===== config.mk =====
export PLATFORM = sky130hd
export DESIGN_NAME = multicycle_controller
export DESIGN_NICKNAME = d
export VERILOG_FILES = /design/src/rtl/riscv_ctrl_pkg.sv /design/src/rtl/alu_decoder.sv /design/src/rtl/multicycle_controller.sv
export SDC_FILE = /design/constraint.sdc
export NUM_CORES = 1
export LEC_CHECK = 0
export CORE_UTILIZATION = 43
export CTS_BUF_LIST = sky130_fd_sc_hd__clkbuf_4
export DETAILED_ROUTE_END_ITERATION = 7
export PLACE_DENSITY = 0.78
export SYNTH_ARGS = -nofsm -noshare
export SYNTH_HDL_FRONTEND = slang
export SYNTH_SLANG_ARGS = --single-unit

===== constraint.sdc =====
create_clock -name clk -period 1.66 [get_ports clk]
set_input_delay 0.332 -clock clk [delete_from_list [all_inputs] [get_ports clk]]
set_output_delay 0.332 -clock clk [all_outputs]
set_load 0.02 [all_outputs]

===== src/rtl/riscv_ctrl_pkg.sv =====
// riscv_ctrl_pkg: shared encodings for the multi-cycle RV32 controller.
//   States, supported opcodes, alu_ctrl codes, imm_src codes and the
//   operand / result mux select codes driven by multicycle_controller.
package riscv_ctrl_pkg;

    localparam logic [3:0] S_RESET    = 4'd0;
    localparam logic [3:0] S_FETCH    = 4'd1;
    localparam logic [3:0] S_DECODE   = 4'd2;
    localparam logic [3:0] S_MEMADR   = 4'd3;
    localparam logic [3:0] S_MEMREAD  = 4'd4;
    localparam logic [3:0] S_MEMWB    = 4'd5;
    localparam logic [3:0] S_MEMWRITE = 4'd6;
    localparam logic [3:0] S_EXECR    = 4'd7;
    localparam logic [3:0] S_ALUWB    = 4'd8;
    localparam logic [3:0] S_BEQ      = 4'd9;
    localparam logic [3:0] S_TRAP     = 4'd10;

    localparam logic [6:0] OP_LOAD   = 7'b0000011;
    localparam logic [6:0] OP_STORE  = 7'b0100011;
    localparam logic [6:0] OP_BRANCH = 7'b1100011;
    localparam logic [6:0] OP_RTYPE  = 7'b0110011;

    localparam logic [2:0] ALU_ADD = 3'b000;
    localparam logic [2:0] ALU_SUB = 3'b001;
    localparam logic [2:0] ALU_AND = 3'b010;
    localparam logic [2:0] ALU_OR  = 3'b011;
    localparam logic [2:0] ALU_SLT = 3'b101;

    localparam logic [1:0] IMM_I = 2'b00;
    localparam logic [1:0] IMM_S = 2'b01;
    localparam logic [1:0] IMM_B = 2'b10;

    localparam logic [1:0] SRCA_PC    = 2'b00;
    localparam logic [1:0] SRCA_OLDPC = 2'b01;
    localparam logic [1:0] SRCA_RS1   = 2'b10;

    localparam logic [1:0] SRCB_RS2  = 2'b00;
    localparam logic [1:0] SRCB_IMM  = 2'b01;
    localparam logic [1:0] SRCB_FOUR = 2'b10;

    localparam logic [1:0] RES_ALUOUT = 2'b00;
    localparam logic [1:0] RES_MEM    = 2'b01;
    localparam logic [1:0] RES_ALU    = 2'b10;

endpackage


===== src/rtl/alu_decoder.sv =====
// alu_decoder: maps R-type funct3/funct7_5 to an ALU operation.
//   funct3, funct7_5 in  : instruction function fields
//   alu_ctrl         out : ALU operation code
//   legal            out : 1 when the combination is a supported R-type op
module alu_decoder
    import riscv_ctrl_pkg::*;
(
    input  logic [2:0] funct3,
    input  logic       funct7_5,
    output logic [2:0] alu_ctrl,
    output logic       legal
);

    always_comb begin
        alu_ctrl = ALU_ADD;
        legal    = 1'b1;
        case (funct3)
            3'b000:  alu_ctrl = funct7_5 ? ALU_SUB : ALU_ADD;
            3'b111:  alu_ctrl = ALU_AND;
            3'b110:  alu_ctrl = ALU_OR;
            3'b010:  alu_ctrl = ALU_SLT;
            default: legal = 1'b0;
        endcase
    end

endmodule


===== src/rtl/multicycle_controller.sv =====
// multicycle_controller: multi-cycle control FSM for the RV32 datapath
//   (lw, sw, beq, R-type add/sub/and/or/slt) with a retired-instruction count.
//   opcode/funct3/funct7_5 in : IR fields; zero in : ALU zero flag
//   mem_ready in : memory handshake; mem_req/mem_we/adr_src out : memory request
//   ir_write/pc_write/reg_write out : register enables
//   imm_src/alu_src_a/alu_src_b/alu_ctrl/result_src out : datapath selects
//   illegal out : sticky trap flag; instret out : retired-instruction count
module multicycle_controller
    import riscv_ctrl_pkg::*;
#(
    parameter int INSTRET_W = 32
) (
    input  logic                 clk,
    input  logic                 rst_n,
    input  logic [6:0]           opcode,
    input  logic [2:0]           funct3,
    input  logic                 funct7_5,
    input  logic                 zero,
    input  logic                 mem_ready,
    output logic                 mem_req,
    output logic                 mem_we,
    output logic                 adr_src,
    output logic                 ir_write,
    output logic                 pc_write,
    output logic                 reg_write,
    output logic [1:0]           imm_src,
    output logic [1:0]           alu_src_a,
    output logic [1:0]           alu_src_b,
    output logic [2:0]           alu_ctrl,
    output logic [1:0]           result_src,
    output logic                 illegal,
    output logic [INSTRET_W-1:0] instret
);

    logic [3:0] state, state_next;
    logic [2:0] dec_ctrl;
    logic       dec_legal;
    logic       retire;
    logic       is_store;

    alu_decoder u_alu_decoder (
        .funct3   (funct3),
        .funct7_5 (funct7_5),
        .alu_ctrl (dec_ctrl),
        .legal    (dec_legal)
    );

    assign is_store = opcode == OP_STORE;

    always_comb begin
        state_next = state;
        retire     = 1'b0;
        mem_req    = 1'b0;
        mem_we     = 1'b0;
        adr_src    = 1'b0;
        ir_write   = 1'b0;
        pc_write   = 1'b0;
        reg_write  = 1'b0;
        imm_src    = IMM_I;
        alu_src_a  = SRCA_PC;
        alu_src_b  = SRCB_RS2;
        alu_ctrl   = ALU_ADD;
        result_src = RES_ALUOUT;
        illegal    = 1'b0;
        case (state)
            S_RESET: state_next = S_FETCH;
            S_FETCH: begin
                mem_req    = 1'b1;
                alu_src_b  = SRCB_FOUR;
                result_src = RES_ALU;
                // IR and PC load only on the cycle the fetch completes
                ir_write   = mem_ready;
                pc_write   = mem_ready;
                state_next = mem_ready ? S_DECODE : S_FETCH;
            end
            S_DECODE: begin
                // ALUOut captures the branch target for a possible beq
                alu_src_a  = SRCA_OLDPC;
                alu_src_b  = SRCB_IMM;
                imm_src    = IMM_B;
                state_next = (opcode == OP_LOAD || is_store) ? S_MEMADR :
                             (opcode == OP_RTYPE && dec_legal) ? S_EXECR :
                             opcode == OP_BRANCH ? S_BEQ : S_TRAP;
            end
            S_MEMADR: begin
                alu_src_a  = SRCA_RS1;
                alu_src_b  = SRCB_IMM;
                imm_src    = is_store ? IMM_S : IMM_I;
                state_next = is_store ? S_MEMWRITE : S_MEMREAD;
            end
            S_MEMREAD: begin
                mem_req    = 1'b1;
                adr_src    = 1'b1;
                state_next = mem_ready ? S_MEMWB : S_MEMREAD;
            end
            S_MEMWB: begin
                result_src = RES_MEM;
                reg_write  = 1'b1;
                retire     = 1'b1;
                state_next = S_FETCH;
            end
            S_MEMWRITE: begin
                mem_req    = 1'b1;
                mem_we     = 1'b1;
                adr_src    = 1'b1;
                retire     = mem_ready;
                state_next = mem_ready ? S_FETCH : S_MEMWRITE;
            end
            S_EXECR: begin
                alu_src_a  = SRCA_RS1;
                alu_src_b  = SRCB_RS2;
                alu_ctrl   = dec_ctrl;
                state_next = S_ALUWB;
            end
            S_ALUWB: begin
                result_src = RES_ALUOUT;
                reg_write  = 1'b1;
                retire     = 1'b1;
                state_next = S_FETCH;
            end
            S_BEQ: begin
                // PC takes the target held in ALUOut only when rs1 == rs2
                alu_src_a  = SRCA_RS1;
                alu_src_b  = SRCB_RS2;
                alu_ctrl   = ALU_SUB;
                result_src = RES_ALUOUT;
                pc_write   = zero;
                retire     = 1'b1;
                state_next = S_FETCH;
            end
            S_TRAP:  illegal = 1'b1;
            default: state_next = S_RESET;
        endcase
    end

    always_ff @(posedge clk or negedge rst_n) begin
        if (!rst_n) begin
            state   <= S_RESET;
            instret <= '0;
        end else begin
            state <= state_next;
            if (retire) instret <= instret + INSTRET_W'(1);
        end
    end

endmodule


# ---- After elaboration in Yosys (flattened, before gate mapping)
# Cells that the tools add are included.
dict set report totals {
  regBits 36
  latch_bits 0
  ram_bits 0
  mem_bits_ro 0
  input_bits 15
  n_memories 0
}
dict set report op_classes {
  add_sub_neg 1
  multipliers 0
  div_mod_pow 0
  magnitude_cmp 0
  eq_ne 17
  n_shift 0
  n_mux 25
  bitwise 0
  reduce_logical 12
}
# cell n
set ops {}
lappend ops {{adder 32 x 1 -> 32 bit (second input constant)} 1}
lappend ops {{one-hot mux 4 bit (8 select lines)} 1}
lappend ops {{== test 4 x 3 -> 1 bit (second input constant)} 4}
lappend ops {{one-hot mux 2 bit (2 select lines)} 4}
lappend ops {{== test 7 x 6 -> 1 bit (second input constant)} 2}
lappend ops {{== test 4 bit (second input constant)} 3}
lappend ops {{one-hot mux 3 bit (4 select lines)} 1}
lappend ops {{2-to-1 mux 1 bit} 10}
lappend ops {{OR reduction 3 bit} 3}
lappend ops {{== test 4 x 2 -> 1 bit (second input constant)} 2}
lappend ops {{2-to-1 mux 4 bit} 2}
lappend ops {{OR reduction 4 bit} 2}
lappend ops {{== test 7 x 2 -> 1 bit (second input constant)} 1}
lappend ops {{== test 7 bit (second input constant)} 1}
lappend ops {{== test 3 bit (second input constant)} 2}
lappend ops {{2-to-1 mux 2 bit} 3}
lappend ops {{one-hot mux 3 bit (2 select lines)} 1}
lappend ops {{OR reduction 2 bit} 3}
lappend ops {{== test 4 x 1 -> 1 bit (second input constant)} 1}
lappend ops {{logical NOT 4 bit} 1}
lappend ops {{one-hot mux 1 bit (2 select lines)} 2}
lappend ops {{== test 3 x 2 -> 1 bit (second input constant)} 1}
lappend ops {{logical NOT 3 bit} 1}
lappend ops {{2-to-1 mux 3 bit} 1}
lappend ops {{2 further kinds} 2}

# ---- Logic depth before layout (Yosys ltp)
# Gate-level depths: netlist of the first run.
dict set report depth {
  depth_word 7
  depth_mapped 6
}

# ---- Modules after synthesis
# A second synthesis of the first run with hierarchy kept.
dict set report hier_totals {
  hier_cells 216
  area_unflattened_um2 2142.1
}
# mod instances cells_per_inst area_per_inst_um2 seq_area_each_um2
set by_module_without_submodules {}
lappend by_module_without_submodules {multicycle_controller 1 210 2100.8 900.9}
lappend by_module_without_submodules {alu_decoder 1 6 41.3 0.0}

# ---- Worst setup path after synthesis of the first run
# Ideal clock, no wire load.
dict set report synth_timing {
  path_type {flip-flop to output port}
  startpoint {reg state[1]}
  endpoint {out ir_write}
  arrival_ps 1651
  required_ps 1328
  setup_slack_ps -323
  path_stages_with_launch 5
  cell_sequence {dfrtp_1 -> clkbuf_1 -> nand2b_1 -> nor3_1 -> and2_1}
}
dict set report synth_via {
  elab_chain_cells 2
}
# element line
set synth_lines {}
lappend synth_lines {{start: declaration} multicycle_controller.sv:35} ;# logic [3:0] state, state_next;
lappend synth_lines {{start signal: assignment} multicycle_controller.sv:141} ;# state <= state_next;
lappend synth_lines {{== test 4 x 1 -> 1 bit} multicycle_controller.sv:65} ;# case (state)
lappend synth_lines {{2-to-1 mux 1 bit} multicycle_controller.sv:65}
lappend synth_lines {{end: declaration} multicycle_controller.sv:23} ;# output logic ir_write,
# Every way passes these cells.

# ---- Worst setup path in the final report of the first run
dict set report layout_timing {
  startpoint {reg state[2]}
  endpoint {reg instret[9]}
}
dict set report layout_via {
  elab_chain_cells 3
  word_cells_on_any_way 6
  cone_classes {eq/ne (4); mux (1); reduce/logical (1)}
}
# element line
set layout_lines {}
lappend layout_lines {{== test 4 bit / == test 4 x 3 -> 1 bit (equally long branches)} multicycle_controller.sv:65}
lappend layout_lines {{OR reduction 3 bit (no line)} -}
lappend layout_lines {{one-hot mux 1 bit (2 select lines) *} multicycle_controller.sv:65}
lappend layout_lines {{end signal: assignment} multicycle_controller.sv:142} ;# if (retire) instret <= instret + INSTRET_W'(1);
lappend layout_lines {{end: declaration} multicycle_controller.sv:32} ;# output logic [INSTRET_W-1:0] instret
# Every way passes the cells marked *; elsewhere a longest branch is shown, timed or not.
# A chain may end at the register's enable or synchronous reset.

==> results.py, run 1 <==
metrics = {
    "outcome": {
        "status": "finished with violations",
        "failed_checks": "DRC, setup timing",
    },
    "clock_tree": {
        "cts_tree": "built",
        "clockRootBuffer": "clkbuf_4",
        "hold_buffers": 0,
        "cts-buffers-inserted": 5,
        "clkTransAtPathRegs_ns": 0.11,
        "cts.path.max_buffers": 2,
        "clkLatencyLatePin_ns": 0.35,
        "clock_sinks": 36,
        "htreeDepth": 2,
    },
    "die": {
        "rows": 24,
        "die-area_um2": 5030,
        "initial_utilization": 0.457,
        "core_area_um2": 4470,
        "fp.dieH_um": 70.9,
        "io_pins": 65,
        "die_w_um": 70.9,
    },
    "finish": {
        "drive_gt1_frac": 0.476,
        "n_antenna_cell": 0,
        "nets": 349,
        "fillers": 218,
        "final_area_um2": 3790,
        "area_delta_synth_final_pct": 85.4,
    },
    "sta": {
        "post-route-period-util": 1.16,
        "setup_slack_ns": -0.270,
        "fin_skew_ns": 0.0110,
        "min_period_ns": 1.93,
        "max_freq_ghz": 0.518,
        "worstMarginPinSlew_ns": 0.501,
        "drv_slew": 0,
        "slew_headroom": 0.664,
        "setup_viol": 49,
        "rsz0062_at_grt": "true",
        "finalHoldViolations": 0,
    },
    "global_route": {
        "grt_max_degree": 37,
        "grt_pass1_wl_um": 10600,
        "antenna_found_initial": 0,
        "grt.overflow.total": 0,
        "groute.usage.overall": 0.274,
        "grt_pass1_vias": 2172,
    },
    "place": {
        "dp_slack_ns": -0.779,
        "detailedPlacementHpwl_um": 3840,
        "gp_congestion": 0.949,
        "port-buffer-count": 64,
        "dpl-instance-area_um2": 3120,
    },
    "logic_synthesis": {
        "async_flop_share": 1.00,
        "synth_cell_types": 45,
        "netlist_area_um2": 2040,
        "synth_ff_type": "dfrtp_1",
        "yosysSeqAreaShare": 0.441,
        "synth_fa_ha_area_frac": 0.00612,
        "synth_compound_area_frac": 0.0729,
        "synth_top_family_by_area": "simple AND/OR/NAND/NOR gates",
        "synthesis.nets": 225,
        "synthSimpleGateAreaFrac": 0.309,
        "yosys_warnings": 0,
        "muxShareOfSynthArea": 0,
        "syn_inst": 209,
        "avgSynthCellArea_um2": 9.78,
        "ys_seq_elements": 36,
        "synth_edf_count": 0,
        "synth_xor_xnor_area_share": 0.133,
    },
    "routing": {
        "vias_per_cell": 5.70,
        "drt_iter0_drc": 135,
        "drt_wl_total_um": 7140,
        "avgRoutedWirePerCell_um": 18.5,
        "antenna_left": 0,
        "vias": 2202,
        "drc_errors": 12,
        "drt-pass1-iter-count": 6,
    },
    "worst_setup_path": {
        "cp-start-kind": "register",
        "crit_top_cell": "buf_12",
        "critPathSlowestCell": "dfrtp_2",
        "endpoint_kind": "register",
        "cp_slowest_stage_delay_ns": 0.48,
        "crit_path_cell_trace": "buf_6, and4bb_4, buf_12, a311oi_4, buf_12, buf_8, nor2_4, xor2_1",
        "path_class": "register to register",
        "cp_data_required_time_ns": 1.88,
        "arrival_ns": 2.15,
        "cp_max_fo": 8,
    },
    "pwr": {
        "p_leak_nw": 2.03,
        "peakVddDrop_mv": 1.14,
        "power_density_nw_per_um2": 1300,
        "p_total_mw": 4.94,
    },
    "job": {
        "cap_viol_max_count": 0,
    },
    "hold_path": {
        "min_path_type": "input pin to asynchronous set/reset pin",
    },
}
==> final timing paths <==
path	start	end	slack, ns	cells after the start
min in group clk	instret[31]	instret[31]	0.47	1
min reg2reg	instret[31]	instret[31]	0.47	1
max in group asynchronous	rst_n	state[3]	1.13	2
max	state[2]	instret[9]	-0.27	8
max reg2reg	state[2]	instret[9]	-0.27	8
min	rst_n	instret[3]	0.34	2
==> power by group <==
part | internal, mW | switching, mW
registers | 0.988 | 0.142
logic | 1.62 | 1.55
clock network | 0.332 | 0.306
total | 2.94 | 2.00
==> cell families after synthesis <==
family,count (synthesis)
AO/OA/AOI/OAI,19
XOR/XNOR,31
adder cells (fa/ha/maj),1
buffers and inverters,15
flip-flops,36
AND/OR/NAND/NOR,107
==> layout make-up <==
type	count	area, µm²	area share
multi-input combinational	158	1520	0.401
timing repair buffer	128	1200	0.316
sequential	36	913	0.241
tap	52	65.1	0.0172
clock buffer	6	45.0	0.0119
clock inverter	2	35.0	0.00925
inverter	4	15.0	0.00396
==> cell usage in the layout, fill, tap and decap left out, types with 4 or more instances in the layout <==
cell / instances
o21ai_0: 4
nor2_1: 6
nor4_4: 6
nand4_1: 14
nor2_4: 6
dfrtp_1: 26
xnor2_1: 10
nand3_1: 5
nor3_2: 4
xor2_1: 17
nor4b_4: 4
clkbuf_4: 6
and3_1: 5
buf_12: 5
and4_1: 4
nor3_4: 6
nand2_1: 13
buf_6: 22
xnor2_2: 4
dfrtp_2: 10
clkdlybuf4s50_1: 10
dlygate4sd2_1: 35
buf_4: 51
==> metal layers <==
metal / GRT usage / routed length [µm]
met1: 0.329 / 2650
met2: 0.485 / 3920
met3: 0.0527 / 393
met4: 0.109 / 176
met5: 0 / 0
==> through the flow <==
step,std cells,hold WS (ns),TNS (ns),utilization
finish,386,0.335,-8.47,0.846
global route,386,0.353,-11.00,0.846
CTS,379,0.344,-5.86,0.800
detailed placement,359,0.462,-14.39,0.696
global placement,359,0.454,-13.74,0.696
floorplan,209,0.0364,-0.116,-
==> state kept, by name, indices dropped and copies added, names as in the netlist <==
register / count
state: 4
instret: 32
==> timing repair <==
item | CTS | global route
endpoints found under the setup margin | 83 | 52
buffers inserted | 11 | 10
pin swaps | 31 | 18
endpoints found under the hold margin | 0 | 0
gates resized for setup | 196 | 39
cloned | 1 | 0
==> synth_stat cells (2+ instances only) <==
master,n,area share
o21ai_0,4,0.0098
clkbuf_1,2,0.0037
and4_1,4,0.017
nor2b_1,4,0.012
nand4_1,14,0.043
nand2_1,17,0.031
xor2_1,17,0.073
nor3b_1,2,0.0073
buf_1,2,0.0037
nor4b_1,4,0.017
a21oi_1,4,0.0098
and3_1,5,0.015
inv_1,4,0.0073
and2_1,4,0.012
nor2_1,12,0.022
buf_4,3,0.011
nand4b_1,2,0.0086
buf_2,3,0.0073
nand3_1,9,0.022
dfrtp_1,36,0.44
nor3_1,11,0.027
xnor2_1,14,0.060
nand2b_1,6,0.018
nor4_1,5,0.015
==> critical path: cells and delay by family (launching register included) <==
| family | cells | cell delay, ns |
|---|---|---|
| buf+inv | 4 | 0.60 |
| xor+xnor | 1 | 0.17 |
| simple gates | 2 | 0.25 |
| compound gates | 1 | 0.29 |
| flops | 1 | 0.48 |
Note: power is estimated with default switching activity, not from simulation.
==> run 2: changes to the inputs <==
Settings changed: SLEW_MARGIN from default to 5.
Clock period 1.66 ns to 1.7 ns, I/O delays scaled along.
==> run 2 against run 1 <==
The flow finishes with violations (setup timing). Via count fell by 1.7%. Cell count decreased by 1.6%. Clock power shrank 29%. Power fell by 9.5%.
==> results.py, run 2 (synthesized netlist as in run 1, its figures left out) <==
metrics = {
    "sta": {
        "worstMarginPinSlew_ns": 0.411,
        "post-route-period-util": 1.15,
        "max_freq_ghz": 0.514,
        "setup_slack_ns": -0.247,
        "rsz0062_at_grt": "true",
        "min_period_ns": 1.95,
        "drv_slew": 0,
        "slew_headroom": 0.723,
        "fin_skew_ns": 0.00733,
        "finalHoldViolations": 0,
        "setup_viol": 48,
    },
    "finish": {
        "reg_top3": "instret: 32 flops, state: 4 flops",
        "nets": 343,
        "largest_reg_flops": 32,
        "drive_gt1_frac": 0.415,
        "top_register": "instret",
        "n_antenna_cell": 0,
        "fillers": 263,
        "final_common_cell": "buf_4",
        "final_cell_mix": "buf_4 (43), dlygate4sd2_1 (33), dfrtp_1 (30), buf_6 (30), xor2_1 (17)",
        "final_util": 0.801,
        "area_delta_synth_final_pct": 75.5,
        "final_area_um2": 3590,
    },
    "routing": {
        "vias": 2165,
        "drc_errors": 0,
        "antenna_left": 0,
        "vias_per_cell": 5.70,
        "drt_iter0_drc": 142,
        "drt-pass1-iter-count": 7,
        "drt_wl_total_um": 6550,
        "avgRoutedWirePerCell_um": 17.2,
    },
    "clock_tree": {
        "hold_buffers": 0,
        "clkTransAtPathRegs_ns": 0.12,
        "cts_tree": "built",
        "clockRootBuffer": "clkbuf_4",
        "clock_sinks": 36,
        "clkLatencyLatePin_ns": 0.35,
        "cts-buffers-inserted": 5,
        "htreeDepth": 2,
        "cts.path.max_buffers": 2,
    },
    "worst_setup_path": {
        "cp_data_required_time_ns": 1.93,
        "regToRegSetupSlack_ns": -0.25,
        "path_class": "register to register",
        "r2r_start": "state[3]",
        "rr_endpoint": "instret[11]",
        "endpoint_kind": "register",
        "cp_max_fo": 17,
        "arrival_ns": 2.18,
        "startpoint": "state[3]",
        "cp-start-kind": "register",
        "reg2reg_depth": 9,
    },
    "global_route": {
        "grt_max_degree": 37,
        "grt.overflow.total": 0,
        "grt_pass1_wl_um": 9640,
        "antenna_found_initial": 0,
        "groute.usage.overall": 0.245,
        "grt_pass1_vias": 1998,
    },
    "outcome": {
        "status": "finished with violations",
        "failed_checks": "setup timing",
    },
    "pwr": {
        "power_density_nw_per_um2": 1250,
        "peakVddDrop_mv": 1.02,
        "p_leak_nw": 1.88,
    },
    "die": {
        "core_area_um2": 4470,
        "fp.dieH_um": 70.9,
        "initial_utilization": 0.457,
        "die-area_um2": 5030,
        "die_w_um": 70.9,
        "rows": 24,
        "io_pins": 65,
    },
    "hold_path": {
        "min_path_type": "input pin to asynchronous set/reset pin",
    },
    "place": {
        "port-buffer-count": 64,
        "detailedPlacementHpwl_um": 3740,
        "dp_slack_ns": -0.826,
        "dpl-instance-area_um2": 3070,
        "gp_congestion": 0.845,
    },
    "job": {
        "cap_viol_max_count": 0,
    },
}
run 2: cell count changes in the layout (fill, tap and decap cells not counted), moves of 4 or more:
| cell | change |
|---|---|
| nor3_1 | +4 |
| xnor2_2 | -4 |
| buf_6 | +8 |
| xnor2_1 | +4 |
| buf_4 | -8 |
| dfrtp_2 | -4 |
| dfrtp_1 | +4 |
run 2: power by group:
group / switching, mW / total, mW / leakage (nW) / internal (mW)
clock network: 0.300 / 0.452 / 0.0324 / 0.152
logic: 1.45 / 2.95 / 1.36 / 1.49
registers: 0.114 / 1.07 / 0.484 / 0.957
total: 1.87 / 4.47 / 1.88 / 2.60
run 2: through the flow:
stage               hold WS, ns  setup TNS (ns)  cells  power [mW]
floorplan                0.0444         -0.0476    209        2.09
global placement          0.455          -12.29    358        3.09
detailed placement        0.458          -13.28    358        3.11
CTS                       0.349           -2.72    373        3.85
global route              0.352           -9.15    380        4.66
finish                    0.342           -5.55    380        4.47
run 2: layer usage:
metal / track usage / part of all wire / wire [µm] / up-vias
met3: 0.0527 / 0.055 / 358 / 24
met1: 0.292 / 0.39 / 2550 / 1052
met2: 0.427 / 0.51 / 3370 / 106
met5: 0 / 0 / 0 / -
met4: 0.104 / 0.040 / 265 / 0
li1: - / - / - / 983
run 2: worst max path at each step:
stage	slack (ns)	cells after the start	end
4_1_cts	-0.15	3	illegal
6_report	-0.25	9	instret[11]
5_1_grt	-0.30	9	instret[11]
3_5_place_dp	-0.83	5	imm_src[0]
2_1_floorplan	-0.05	4	ir_write
3_3_place_gp	-0.75	5	imm_src[0]
run 2: timing repair:
item | CTS | global route
gates resized for setup | 169 | 55
buffers inserted | 7 | 7
pin swaps | 8 | 12
endpoints found under the setup margin | 71 | 51
run 2: layout make-up:
class                      instances  area (µm²)  share of cell area
clock buffer                       5        37.5              0.0105
clock inverter                     3        13.8             0.00384
inverter                           4        15.0             0.00419
multi-input combinational        158        1400               0.390
sequential                        36         908               0.253
tap                               52        65.1              0.0181
timing repair buffer             122        1150               0.320
run 2: worst max-delay path, cell delays in order (launching register included):
cell and delay, ns:
dfrtp_1 0.44, buf_6 0.16, nor3b_4 0.15, buf_4 0.13, buf_6 0.11, a311oi_4 0.25
buf_12 0.22, buf_4 0.14, nor3_2 0.04, xor2_1 0.16
